### src/rtl/surf_matmul4_seq_pkg.sv
// Shared constants, FSM state type and 2x2 tile indexing helpers for surf_matmul4_seq.
// Matrices are 16 elements, row-major, element 0 in the most significant slot.
package surf_pkg;

  localparam int unsigned MAT_ELEMS  = 16;
  localparam int unsigned TILE_ELEMS = 4;
  localparam int unsigned STEP_W     = 3;
  localparam logic [STEP_W-1:0] LAST_STEP = 3'd7;

  typedef enum logic [1:0] {IDLE, CALC, DONE} state_t;

  // Row-major matrix index of element t (0..3) of tile (p,q).
  function automatic int unsigned tile_elem(input logic p, input logic q, input int unsigned t);
    int unsigned r0;
    int unsigned c0;
    r0 = p ? 2 : 0;
    c0 = q ? 2 : 0;
    return 4 * (r0 + t / 2) + c0 + t % 2;
  endfunction

  // Bit offset of matrix element idx in a packed 16-element matrix.
  function automatic int unsigned mat_lsb(input int unsigned idx, input int unsigned w);
    return (MAT_ELEMS - 1 - idx) * w;
  endfunction

  // Bit offset of tile element t in a packed 4-element tile.
  function automatic int unsigned tile_lsb(input int unsigned t, input int unsigned w);
    return (TILE_ELEMS - 1 - t) * w;
  endfunction

endpackage

### src/rtl/surf_matmul4_seq_if.sv
// Request/result handshake bundle for surf_matmul4_seq.
// master = requester/consumer side, slave = the multiplier.
interface surf_matmul4_seq_if #(
  parameter int unsigned W = 16
) ();
  import surf_pkg::*;

  logic                   in_valid;
  logic                   in_ready;
  logic [MAT_ELEMS*W-1:0] a_mat;
  logic [MAT_ELEMS*W-1:0] b_mat;
  logic                   out_valid;
  logic                   out_ready;
  logic [MAT_ELEMS*W-1:0] c_mat;

  modport master (
    output in_valid, a_mat, b_mat, out_ready,
    input  in_ready, out_valid, c_mat
  );

  modport slave (
    input  in_valid, a_mat, b_mat, out_ready,
    output in_ready, out_valid, c_mat
  );

endinterface

### src/rtl/surf_matmul4_seq_surfboard.sv
// Combinational 2x2 tile multiply-add: r = c + a*b, every product and sum truncated to W bits.
module surfboard #(
  parameter int unsigned W      = 16,
  parameter bit          SIGNED = 1'b1
) (
  input  logic [4*W-1:0] a_tile,
  input  logic [4*W-1:0] b_tile,
  input  logic [4*W-1:0] c_tile,
  output logic [4*W-1:0] r_tile
);
  import surf_pkg::*;

  logic [2*W-1:0] prod;
  logic [W-1:0]   sum;

  always_comb begin
    r_tile = '0;
    prod   = '0;
    sum    = '0;
    for (int unsigned r = 0; r < 2; r++) begin
      for (int unsigned c = 0; c < 2; c++) begin
        sum = c_tile[tile_lsb(2*r + c, W) +: W];
        for (int unsigned k = 0; k < 2; k++) begin
          if (SIGNED)
            prod = $signed(a_tile[tile_lsb(2*r + k, W) +: W]) * $signed(b_tile[tile_lsb(2*k + c, W) +: W]);
          else
            prod = a_tile[tile_lsb(2*r + k, W) +: W] * b_tile[tile_lsb(2*k + c, W) +: W];
          sum = sum + prod[W-1:0];
        end
        r_tile[tile_lsb(2*r + c, W) +: W] = sum;
      end
    end
  end

endmodule

### src/rtl/surf_matmul4_seq.sv
// 4x4 matrix product by sequencing one 2x2 surfboard over eight block steps.
// Optional SURF_MATMUL_ACCUM_EN adds c_init, giving C = A*B + c_init.
module surf_matmul4_seq
  import surf_pkg::*;
#(
  parameter int unsigned W      = 16,
  parameter bit          SIGNED = 1'b1
) (
  input  logic                    clk,
  input  logic                    rst_n,
  surf_matmul4_seq_if.slave       bus,
`ifdef SURF_MATMUL_ACCUM_EN
  input  logic [MAT_ELEMS*W-1:0]  c_init,
`endif
  output logic                    busy
);

  state_t                 state;
  logic [STEP_W-1:0]      step;
  logic [MAT_ELEMS*W-1:0] op_a;
  logic [MAT_ELEMS*W-1:0] op_b;
  logic [MAT_ELEMS*W-1:0] acc;
  logic [MAT_ELEMS*W-1:0] acc_next;
  logic [MAT_ELEMS*W-1:0] acc_init;
  logic [4*W-1:0]         a_tile, b_tile, c_tile, r_tile;
  logic                   ti, tj, tk;

`ifdef SURF_MATMUL_ACCUM_EN
  assign acc_init = c_init;
`else
  assign acc_init = '0;
`endif

  // Step bits select the block product: ACC(i,j) += A(i,k) * B(k,j).
  assign ti = step[2];
  assign tj = step[1];
  assign tk = step[0];

  always_comb begin
    a_tile = '0;
    b_tile = '0;
    c_tile = '0;
    for (int unsigned t = 0; t < TILE_ELEMS; t++) begin
      a_tile[tile_lsb(t, W) +: W] = op_a[mat_lsb(tile_elem(ti, tk, t), W) +: W];
      b_tile[tile_lsb(t, W) +: W] = op_b[mat_lsb(tile_elem(tk, tj, t), W) +: W];
      c_tile[tile_lsb(t, W) +: W] = acc[mat_lsb(tile_elem(ti, tj, t), W) +: W];
    end
  end

  surfboard #(.W(W), .SIGNED(SIGNED)) u_surfboard (
    .a_tile (a_tile),
    .b_tile (b_tile),
    .c_tile (c_tile),
    .r_tile (r_tile)
  );

  always_comb begin
    acc_next = acc;
    for (int unsigned t = 0; t < TILE_ELEMS; t++)
      acc_next[mat_lsb(tile_elem(ti, tj, t), W) +: W] = r_tile[tile_lsb(t, W) +: W];
  end

  assign bus.c_mat = acc;

  always_ff @(posedge clk or negedge rst_n) begin
    if (!rst_n) begin
      state         <= IDLE;
      step          <= '0;
      op_a          <= '0;
      op_b          <= '0;
      acc           <= '0;
      bus.in_ready  <= 1'b1;
      bus.out_valid <= 1'b0;
      busy          <= 1'b0;
    end else begin
      case (state)
        IDLE: begin
          if (bus.in_valid) begin
            op_a         <= bus.a_mat;
            op_b         <= bus.b_mat;
            acc          <= acc_init;
            step         <= '0;
            state        <= CALC;
            bus.in_ready <= 1'b0;
            busy         <= 1'b1;
          end
        end
        CALC: begin
          acc  <= acc_next;
          step <= step + 3'd1;
          if (step == LAST_STEP) begin
            state         <= DONE;
            bus.out_valid <= 1'b1;
          end
        end
        DONE: begin
          if (bus.out_ready) begin
            state         <= IDLE;
            bus.out_valid <= 1'b0;
            bus.in_ready  <= 1'b1;
            busy          <= 1'b0;
          end
        end
        default: begin
          state         <= IDLE;
          bus.in_ready  <= 1'b1;
          bus.out_valid <= 1'b0;
          busy          <= 1'b0;
        end
      endcase
    end
  end

endmodule
### src/flat_wrapper.sv
// flat-port wrapper written by rule: the top's interface ports become plain ports
module surf_matmul4_seq_flat import surf_pkg::*;
#(
  parameter int unsigned W      = 16,
  parameter bit          SIGNED = 1'b1
)
  (clk, rst_n, busy, bus_in_valid, bus_a_mat, bus_b_mat, bus_out_ready, bus_in_ready, bus_out_valid, bus_c_mat);
  surf_matmul4_seq_if #(.W(W)) bus_i ();
  input  logic clk;
  input  logic rst_n;
  output logic busy;
  input wire logic [$bits(bus_i.in_valid)-1:0] bus_in_valid;
  input wire logic [$bits(bus_i.a_mat)-1:0] bus_a_mat;
  input wire logic [$bits(bus_i.b_mat)-1:0] bus_b_mat;
  input wire logic [$bits(bus_i.out_ready)-1:0] bus_out_ready;
  output wire logic [$bits(bus_i.in_ready)-1:0] bus_in_ready;
  output wire logic [$bits(bus_i.out_valid)-1:0] bus_out_valid;
  output wire logic [$bits(bus_i.c_mat)-1:0] bus_c_mat;
  assign bus_i.in_valid = bus_in_valid;
  assign bus_i.a_mat = bus_a_mat;
  assign bus_i.b_mat = bus_b_mat;
  assign bus_i.out_ready = bus_out_ready;
  assign bus_in_ready = bus_i.in_ready;
  assign bus_out_valid = bus_i.out_valid;
  assign bus_c_mat = bus_i.c_mat;
  surf_matmul4_seq #(.W(W), .SIGNED(SIGNED)) u_core (.clk(clk), .rst_n(rst_n), .bus(bus_i), .busy(busy));
endmodule
### config.mk
export PLATFORM = sky130hd
export DESIGN_NAME = surf_matmul4_seq_flat
export DESIGN_NICKNAME = d
export VERILOG_FILES = /design/src/rtl/surf_matmul4_seq_pkg.sv /design/src/rtl/surf_matmul4_seq_if.sv /design/src/rtl/surf_matmul4_seq_surfboard.sv /design/src/rtl/surf_matmul4_seq.sv /design/src/flat_wrapper.sv
export SDC_FILE = /design/constraint.sdc
export NUM_CORES = 2
export LEC_CHECK = 0
export CORE_ASPECT_RATIO = 0.75
export CORE_MARGIN = 4
export CORE_UTILIZATION = 25
export DETAILED_ROUTE_END_ITERATION = 10
export SYNTH_ARGS = -nofsm -noshare
export SYNTH_HDL_FRONTEND = slang
export SYNTH_SLANG_ARGS = --single-unit
### constraint.sdc
create_clock -name clk -period 23 [get_ports clk]
set_input_delay 4.6 -clock clk [delete_from_list [all_inputs] [get_ports clk]]
set_output_delay 4.6 -clock clk [all_outputs]
set_load 0.005 [all_outputs]
Yosys cells after proc, flatten, opt, wreduce, memory -nomap -nowiden
Cells that the tools add are included.
Widths: inputs -> output; s select.
{"block": "word_totals", "ff_bits": 776, "out_inout_bits": 259}
{"block": "op_classes", "bitwise": 2, "addsub": 39, "n_eq_ne": 6, "n_mux": 23, "shifts": 20, "n_mul": 8, "n_reduce_logical": 7}
{"op": "$shiftx 256x33->16", "count": 12}
{"op": "$bwmux 256", "count": 4}
{"op": "$shift 16x34->256 const A", "count": 4}
{"op": "$shiftx 16x34->256", "count": 4}
{"op": "$pmux 256 s2", "count": 1}
{"op": "$sub 4x28->28 const A", "count": 12}
{"op": "$mux 256", "count": 1}
{"op": "$add 28x1->28 const B", "count": 6}
{"op": "$neg 32->34", "count": 4}
{"op": "$add 16x16->16", "count": 8}
{"op": "$mul 16x16->16", "count": 8}
{"op": "$add 28x2->28", "count": 2}
{"op": "$add 28x28->28", "count": 1}
{"op": "$add 4x2->5", "count": 3}
{"op": "$mux 2", "count": 6}
{"op": "$pmux 1 s3", "count": 3}
{"op": "$reduce_and 3->1", "count": 3}
{"op": "$add 2x1->3 const B", "count": 2}
{"op": "$pmux 2 s3", "count": 1}
{"op": "$pmux 3 s2", "count": 1}
{"op": "$mux 1", "count": 5}
{"op": "$ne 2x2->1 const B", "count": 2}
{"op": "$reduce_and 2->1", "count": 2}
{"op": "$add 3x1->3 const B", "count": 1}
{"op": "other kinds (8)", "count": 9}

Longest topological paths before layout
{"block": "depth", "word_depth": 13, "mapped_depth": 34, "depth_no_buf": 29}

By module
A second synthesis with hierarchy kept.
{"block": "hier_totals", "hier_cells": 5883, "area_unflattened_um2": 70221.1}
{"module": "surf_matmul4_seq", "area_each_um2": 35808.1, "n_inst": 1, "cells_each": 1978}
{"module": "surfboard", "area_each_um2": 34413.0, "n_inst": 1, "cells_each": 3905}

Worst setup path after synthesis
OpenSTA, ideal clock, no wires.
{"block": "synth_path", "path_kind": "register to register", "startpoint": "register u_core.step[1]", "endpoint": "register u_core.acc[111] (netlist: u_core.bus.c_mat[111])", "t_required_ns": 22.869, "setup_slack_ns": 14.863, "stages_incl_launch_ff": 31, "t_arrival_ns": 8.006, "setup_ns": 0.131, "synth_period_minus_slack_ns": 8.137, "path_buffers": 6, "path_cell_list": "dfrtp_1 -> buf_6 -> buf_12 -> buf_6 -> buf_6 -> clkbuf_1 -> buf_1 -> mux4_2 -> inv_1 -> fa_1 -> fa_1 -> inv_1 -> fa_1 -> fa_1 -> inv_1 -> fa_1 -> fa_1 -> inv_1 -> fa_1 -> inv_1 -> fa_1 -> xnor2_1 -> xnor2_1 -> xnor2_1 -> xnor2_1 -> xnor2_1 -> xnor2_1 -> xnor2_1 -> xnor2_1 -> xnor2_1 -> o21ai_1"}
{"block": "synth_between", "elab_chain_len": 13, "word_cells_on_any_way": 58, "classes_between": "add/sub (28); mul (8); shift (16); mux (6)"}
{"item": "from (decl)", "line": "surf_matmul4_seq.sv:19", "text": "logic [STEP_W-1:0] step;"}
{"item": "from (signal assigned)", "line": "surf_matmul4_seq.sv:90", "text": "step <= step + 3'd1;"}
{"item": "$mux 2 *", "line": "surf_matmul4_seq_pkg.sv:17", "text": "c0 = q ? 2 : 0;"}
{"item": "$add 4x2->5", "line": "surf_matmul4_seq_pkg.sv:18", "text": "return 4 * (r0 + t / 2) + c0 + t % 2;"}
{"item": "$add 28x1->28 / $sub 4x28->28 (equally long branches)", "line": "surf_matmul4_seq_pkg.sv:18, surf_matmul4_seq_pkg.sv:23"}
{"item": "$sub 4x28->28 / $shiftx 256x33->16 (equally long branches)", "line": "surf_matmul4_seq_pkg.sv:23, surf_matmul4_seq.sv:45"}
{"item": "$shiftx 256x33->16 / $mul 16x16->16 (equally long branches)", "line": "surf_matmul4_seq.sv:45, surf_matmul4_seq_surfboard.sv:25"}
{"item": "$mul 16x16->16 / $add 16x16->16 (equally long branches)", "line": "surf_matmul4_seq_surfboard.sv:25, surf_matmul4_seq_surfboard.sv:28"}
{"item": "$add 16x16->16", "line": "surf_matmul4_seq_surfboard.sv:28", "text": "sum = sum + prod[W-1:0];"}
{"item": "$add 16x16->16 / $shiftx 16x34->256 (equally long branches)", "line": "surf_matmul4_seq_surfboard.sv:28, surf_matmul4_seq.sv:60"}
{"item": "$shiftx 16x34->256 / $bwmux 256 (equally long branches)", "line": "surf_matmul4_seq.sv:60", "text": "acc_next[mat_lsb(tile_elem(ti, tj, t), W) +: W] = r_tile[tile_lsb(t, W) +: W];"}
{"item": "$bwmux 256 (2 in a row)", "line": "surf_matmul4_seq.sv:60"}
{"item": "$bwmux 256 *", "line": "surf_matmul4_seq.sv:60"}
{"item": "$pmux 256 s2 *", "line": "surf_matmul4_seq.sv:76", "text": "case (state)"}
{"item": "to (signal assigned)", "line": "surf_matmul4_seq.sv:81", "text": "acc <= acc_init;"}
{"item": "to (signal assigned)", "line": "surf_matmul4_seq.sv:89", "text": "acc <= acc_next;"}
{"item": "to (decl)", "line": "surf_matmul4_seq.sv:22", "text": "logic [MAT_ELEMS*W-1:0] acc;"}
Mark *: on every way between the ends. The rest lies on a longest branch, timed or not.
A chain may end at the register's enable or synchronous reset.

Worst setup path in the final report
{"block": "layout_path", "startpoint": "register u_core.step[0]", "endpoint": "register u_core.acc[158] (netlist: u_core.bus.c_mat[158])"}
{"block": "layout_between", "elab_chain_len": 13, "word_cells_on_any_way": 51, "classes_between": "add/sub (25); mul (8); shift (12); mux (6)"}
{"item": "$mux 2 *", "line": "surf_matmul4_seq_pkg.sv:16, surf_matmul4_seq_pkg.sv:17"}
{"item": "$add 4x2->5 / $add 2x1->3 (equally long branches)", "line": "surf_matmul4_seq_pkg.sv:18"}
{"item": "$add 28x1->28, or another cell as far along", "line": "surf_matmul4_seq_pkg.sv:18"}
{"item": "$sub 4x28->28, or another cell as far along", "line": "surf_matmul4_seq_pkg.sv:23", "text": "return (MAT_ELEMS - 1 - idx) * w;"}
{"item": "$shiftx 256x33->16, or another cell as far along", "line": "surf_matmul4_seq.sv:45", "text": "b_tile[tile_lsb(t, W) +: W] = op_b[mat_lsb(tile_elem(tk, tj, t), W) +: W];"}
{"item": "$mul 16x16->16, or another cell as far along", "line": "surf_matmul4_seq_surfboard.sv:25", "text": "prod = $signed(a_tile[tile_lsb(2*r + k, W) +: W]) * $signed(b_tile[tile_lsb(2*k + c, W) +: W]);"}
{"item": "$add 16x16->16 / $mul 16x16->16 (equally long branches)", "line": "surf_matmul4_seq_surfboard.sv:28, surf_matmul4_seq_surfboard.sv:25"}
{"item": "$add 16x16->16 / $shiftx 16x34->256 (equally long branches)", "line": "surf_matmul4_seq_surfboard.sv:28, surf_matmul4_seq.sv:60"}
{"item": "$shiftx 16x34->256 / $bwmux 256 (equally long branches)", "line": "surf_matmul4_seq.sv:60"}
{"item": "$bwmux 256 (2 in a row)", "line": "surf_matmul4_seq.sv:60"}
{"item": "$bwmux 256 *", "line": "surf_matmul4_seq.sv:60"}
{"item": "$pmux 256 s2 *", "line": "surf_matmul4_seq.sv:76"}
Marked as above.

==> run_results.csv <==
group,metric,value,unit
sta,skew,78.8,ps
floorplan,coreArea,267000,µm²
logic_synthesis,yosysSeqAreaShare,28.9,%
routing,drtIter0Drc,3845,
sta,max_freq,89.8,MHz
logic_synthesis,synth_top_cells_by_count,"1114 x inv_1, 788 x fa_1, 775 x dfrtp_1",
logic_synthesis,syn-num-nets,7849,
place,dp_cells,10300,
setup_path,crit_slowest_cell,"mux4_2",
job,drv.max_cap_violation_count,1,
sta,min_period,11140,ps
min_path,min_from,"u_core.op_a[116]$_DFFE_PN0P_",
logic_synthesis,yosysMostFrequentCell,"inv_1",
clock_tree,clkSinkCount,776,
cells_and_area,fin_nets,8511,
grt,grt_pass1_vias,53200,
logic_synthesis,synth_cell_type_count,50,
floorplan,die_y,457,µm
sta,slew_headroom,-3.05,%
grt,gr-usage-all-layers,18.3,%
grt,grt_max_degree,112,
clock_tree,cts-resized-gates,0,
clock_tree,h-tree-depth,3,
floorplan,rows,164,
routing,routedWlPerCell,24.6,µm
min_path,hold_path.class,"flop to flop",
cells_and_area,final_cell_count_no_fill,10500,
grt,grt_first_pass_wirelength,371000,µm
outcome,violations,"max-capacitance violations, max-slew violations",
routing,routed-via-count,48600,
logic_synthesis,yosys-top-cells-area,"dfrtp_1 29%, fa_1 23%, mux2_2 9.2%",
setup_path,critPathLaunchType,"flop",
grt,antenna_found_initial,35,
cells_and_area,area_delta_synth_final,22.1,%
setup_path,r2r_cells,29,
setup_path,reg2reg_to,"u_core.bus.c_mat[158]$_DFFE_PN0P_",
logic_synthesis,yosys_warnings,0,
place,io_buffers,774,
logic_synthesis,async_flop_share,100,%
setup_path,crit_type,"flop to flop",
sta,fin_crit_sh,48.4,%
clock_tree,postCtsSetupBuffers,0,
clock_tree,clkSlewWorstSetupHoldPaths,60,ps
logic_synthesis,ys.flop_type,"dfrtp_1",
sta,tightestPinTransition,1540,ps
cells_and_area,fill_cells,27100,
setup_path,crit_family,"adder cells",
sta,maxSlewViolCount,7,
clock_tree,cts-root-buf,"clkbuf_16",
logic_synthesis,yosysTopAreaCellShare,28.9,%
clock_tree,cts_hold_buf,0,
floorplan,die_area,277000,µm²
min_path,min_to,"u_core.op_a[116]$_DFFE_PN0P_",
setup_path,path_buf_inv,12,
cells_and_area,drive_gt1_share,14.3,%
sta,fin_setup_tns,0,ps
floorplan,initial_core_util,25.2,%
sta,setup_viol,0,
logic_synthesis,synth_edf_count,0,
clock_tree,clock_latency,770,ps
logic_synthesis,syn_area_per_cell,10.9,µm²
routing,drtAntennaViolNets,0,
setup_path,crit_arrival,11770,ps
min_path,hold_depth,1,
place,place_hpwl,199000,µm
sta,rsz0062_at_grt,"false",
place,place.gp.congestion,0.931,
floorplan,die_w,606,µm
setup_path,crit_fanout,73,
logic_synthesis,synth_top_area_cell,"dfrtp_1",
setup_path,required,23630,ps
grt,grt-ovfl-total,0,
routing,drtPass1Iterations,8,
logic_synthesis,syn_area,67100,µm²
outcome,outcome,"complete, but fails checks",
setup_path,crit_path_end_kind,"flop",
setup_path,r2r_slack,11860,ps
sta,final-hold-violation-count,0,
routing,routed_wl,258000,µm
logic_synthesis,synthCells,6133,
clock_tree,cts_inserted_buffers,86,
floorplan,io_pins,775,
routing,vias_per_cell,4.65,
routing,drcViolationCount,0,
clock_tree,cts_tree,"built",
logic_synthesis,synth_seq_cells,776,
clock_tree,clock_path_buffers,3,
setup_path,r2r_start,"u_core.step[0]$_DFFE_PN0P_",
setup_path,critPathMaxStageDelay,1100,ps
logic make-up after synthesis:
logic type                 after synthesis  share of synthesized area, %
AOI/OAI and AO/OA                      424                          4.72
and+or+nand+nor                       1271                          8.06
muxes                                  750                          15.0
DFF                                    776                          28.9
buffers and inverters                 1410                          8.23
xor gates and xnor gates               302                          3.95
adders and majority gates             1200                          31.2
through the flow:
step | cell area (µm²) | util [%] | setup slack [ps] | hold slack (ps)
2_1_floorplan | 67100 | - | 14860 | 473
3_3_place_gp | 79000 | 29.6 | 11790 | 484
3_5_place_dp | 79000 | 29.6 | 11710 | 490
4_1_cts | 81900 | 30.7 | 11740 | 504
5_1_grt | 81900 | 30.7 | 11230 | 509
6_report | 82000 | 30.7 | 11860 | 501
sequential cells by signal, summed over array words and instances (netlist names):
name and cells:
u_core.bus.c_mat 256, u_core.bus.in_ready 1, u_core.bus.out_valid 1, u_core.busy 1, u_core.op_a 256, u_core.op_b 256
u_core.state 2, u_core.step 3
metal layers:
metal  up-vias  share of wire [%]  GRT usage, %
met3       459                7.7          4.73
met1     25600                 38          21.8
met4         4                3.9          6.50
li1      20700                  -             -
met5         -              0.018             0
met2      1838                 50          31.8
how the worst max path moves through the flow:
stage                                              to  depth (start not counted)  slack, ps                       start
floorplan           u_core.bus.c_mat[111]$_DFFE_PN0P_                         30      14860  u_core.step[1]$_DFFE_PN0P_
global placement    u_core.bus.c_mat[127]$_DFFE_PN0P_                         29      11790  u_core.step[0]$_DFFE_PN0P_
detailed placement   u_core.bus.c_mat[95]$_DFFE_PN0P_                         29      11710  u_core.step[0]$_DFFE_PN0P_
CTS                 u_core.bus.c_mat[158]$_DFFE_PN0P_                         29      11740  u_core.step[0]$_DFFE_PN0P_
global route        u_core.bus.c_mat[127]$_DFFE_PN0P_                         29      11230  u_core.step[0]$_DFFE_PN0P_
finish              u_core.bus.c_mat[158]$_DFFE_PN0P_                         29      11860  u_core.step[0]$_DFFE_PN0P_
final cells by class:
cell class | count | area (µm²) | share of cell area, %
multi-input cells | 3947 | 42400 | 51.7
flip-flops and latches | 776 | 19400 | 23.7
repair buffers | 870 | 8510 | 10.4
well taps | 3569 | 4470 | 5.45
inverters | 1114 | 4180 | 5.10
clock buffers | 112 | 2380 | 2.90
clock inverters | 44 | 534 | 0.652
diodes | 31 | 77.6 | 0.0946
layout by cell type (no fill, tap or decap), types with 93 or more instances in the layout:
cell and count:
a22o_1 228, and2_1 163, buf_4 93, clkdlybuf4s50_1 773
dfrtp_1 772, fa_1 788, ha_1 412, inv_1 1114
mux2_2 550, mux4_2 146, nand2_1 744, nor2_1 260
xnor2_1 260
Power is left out: the tool's default activity adds up to more than one toggle a clock period on the data nets, which glitch-free logic cannot reach.
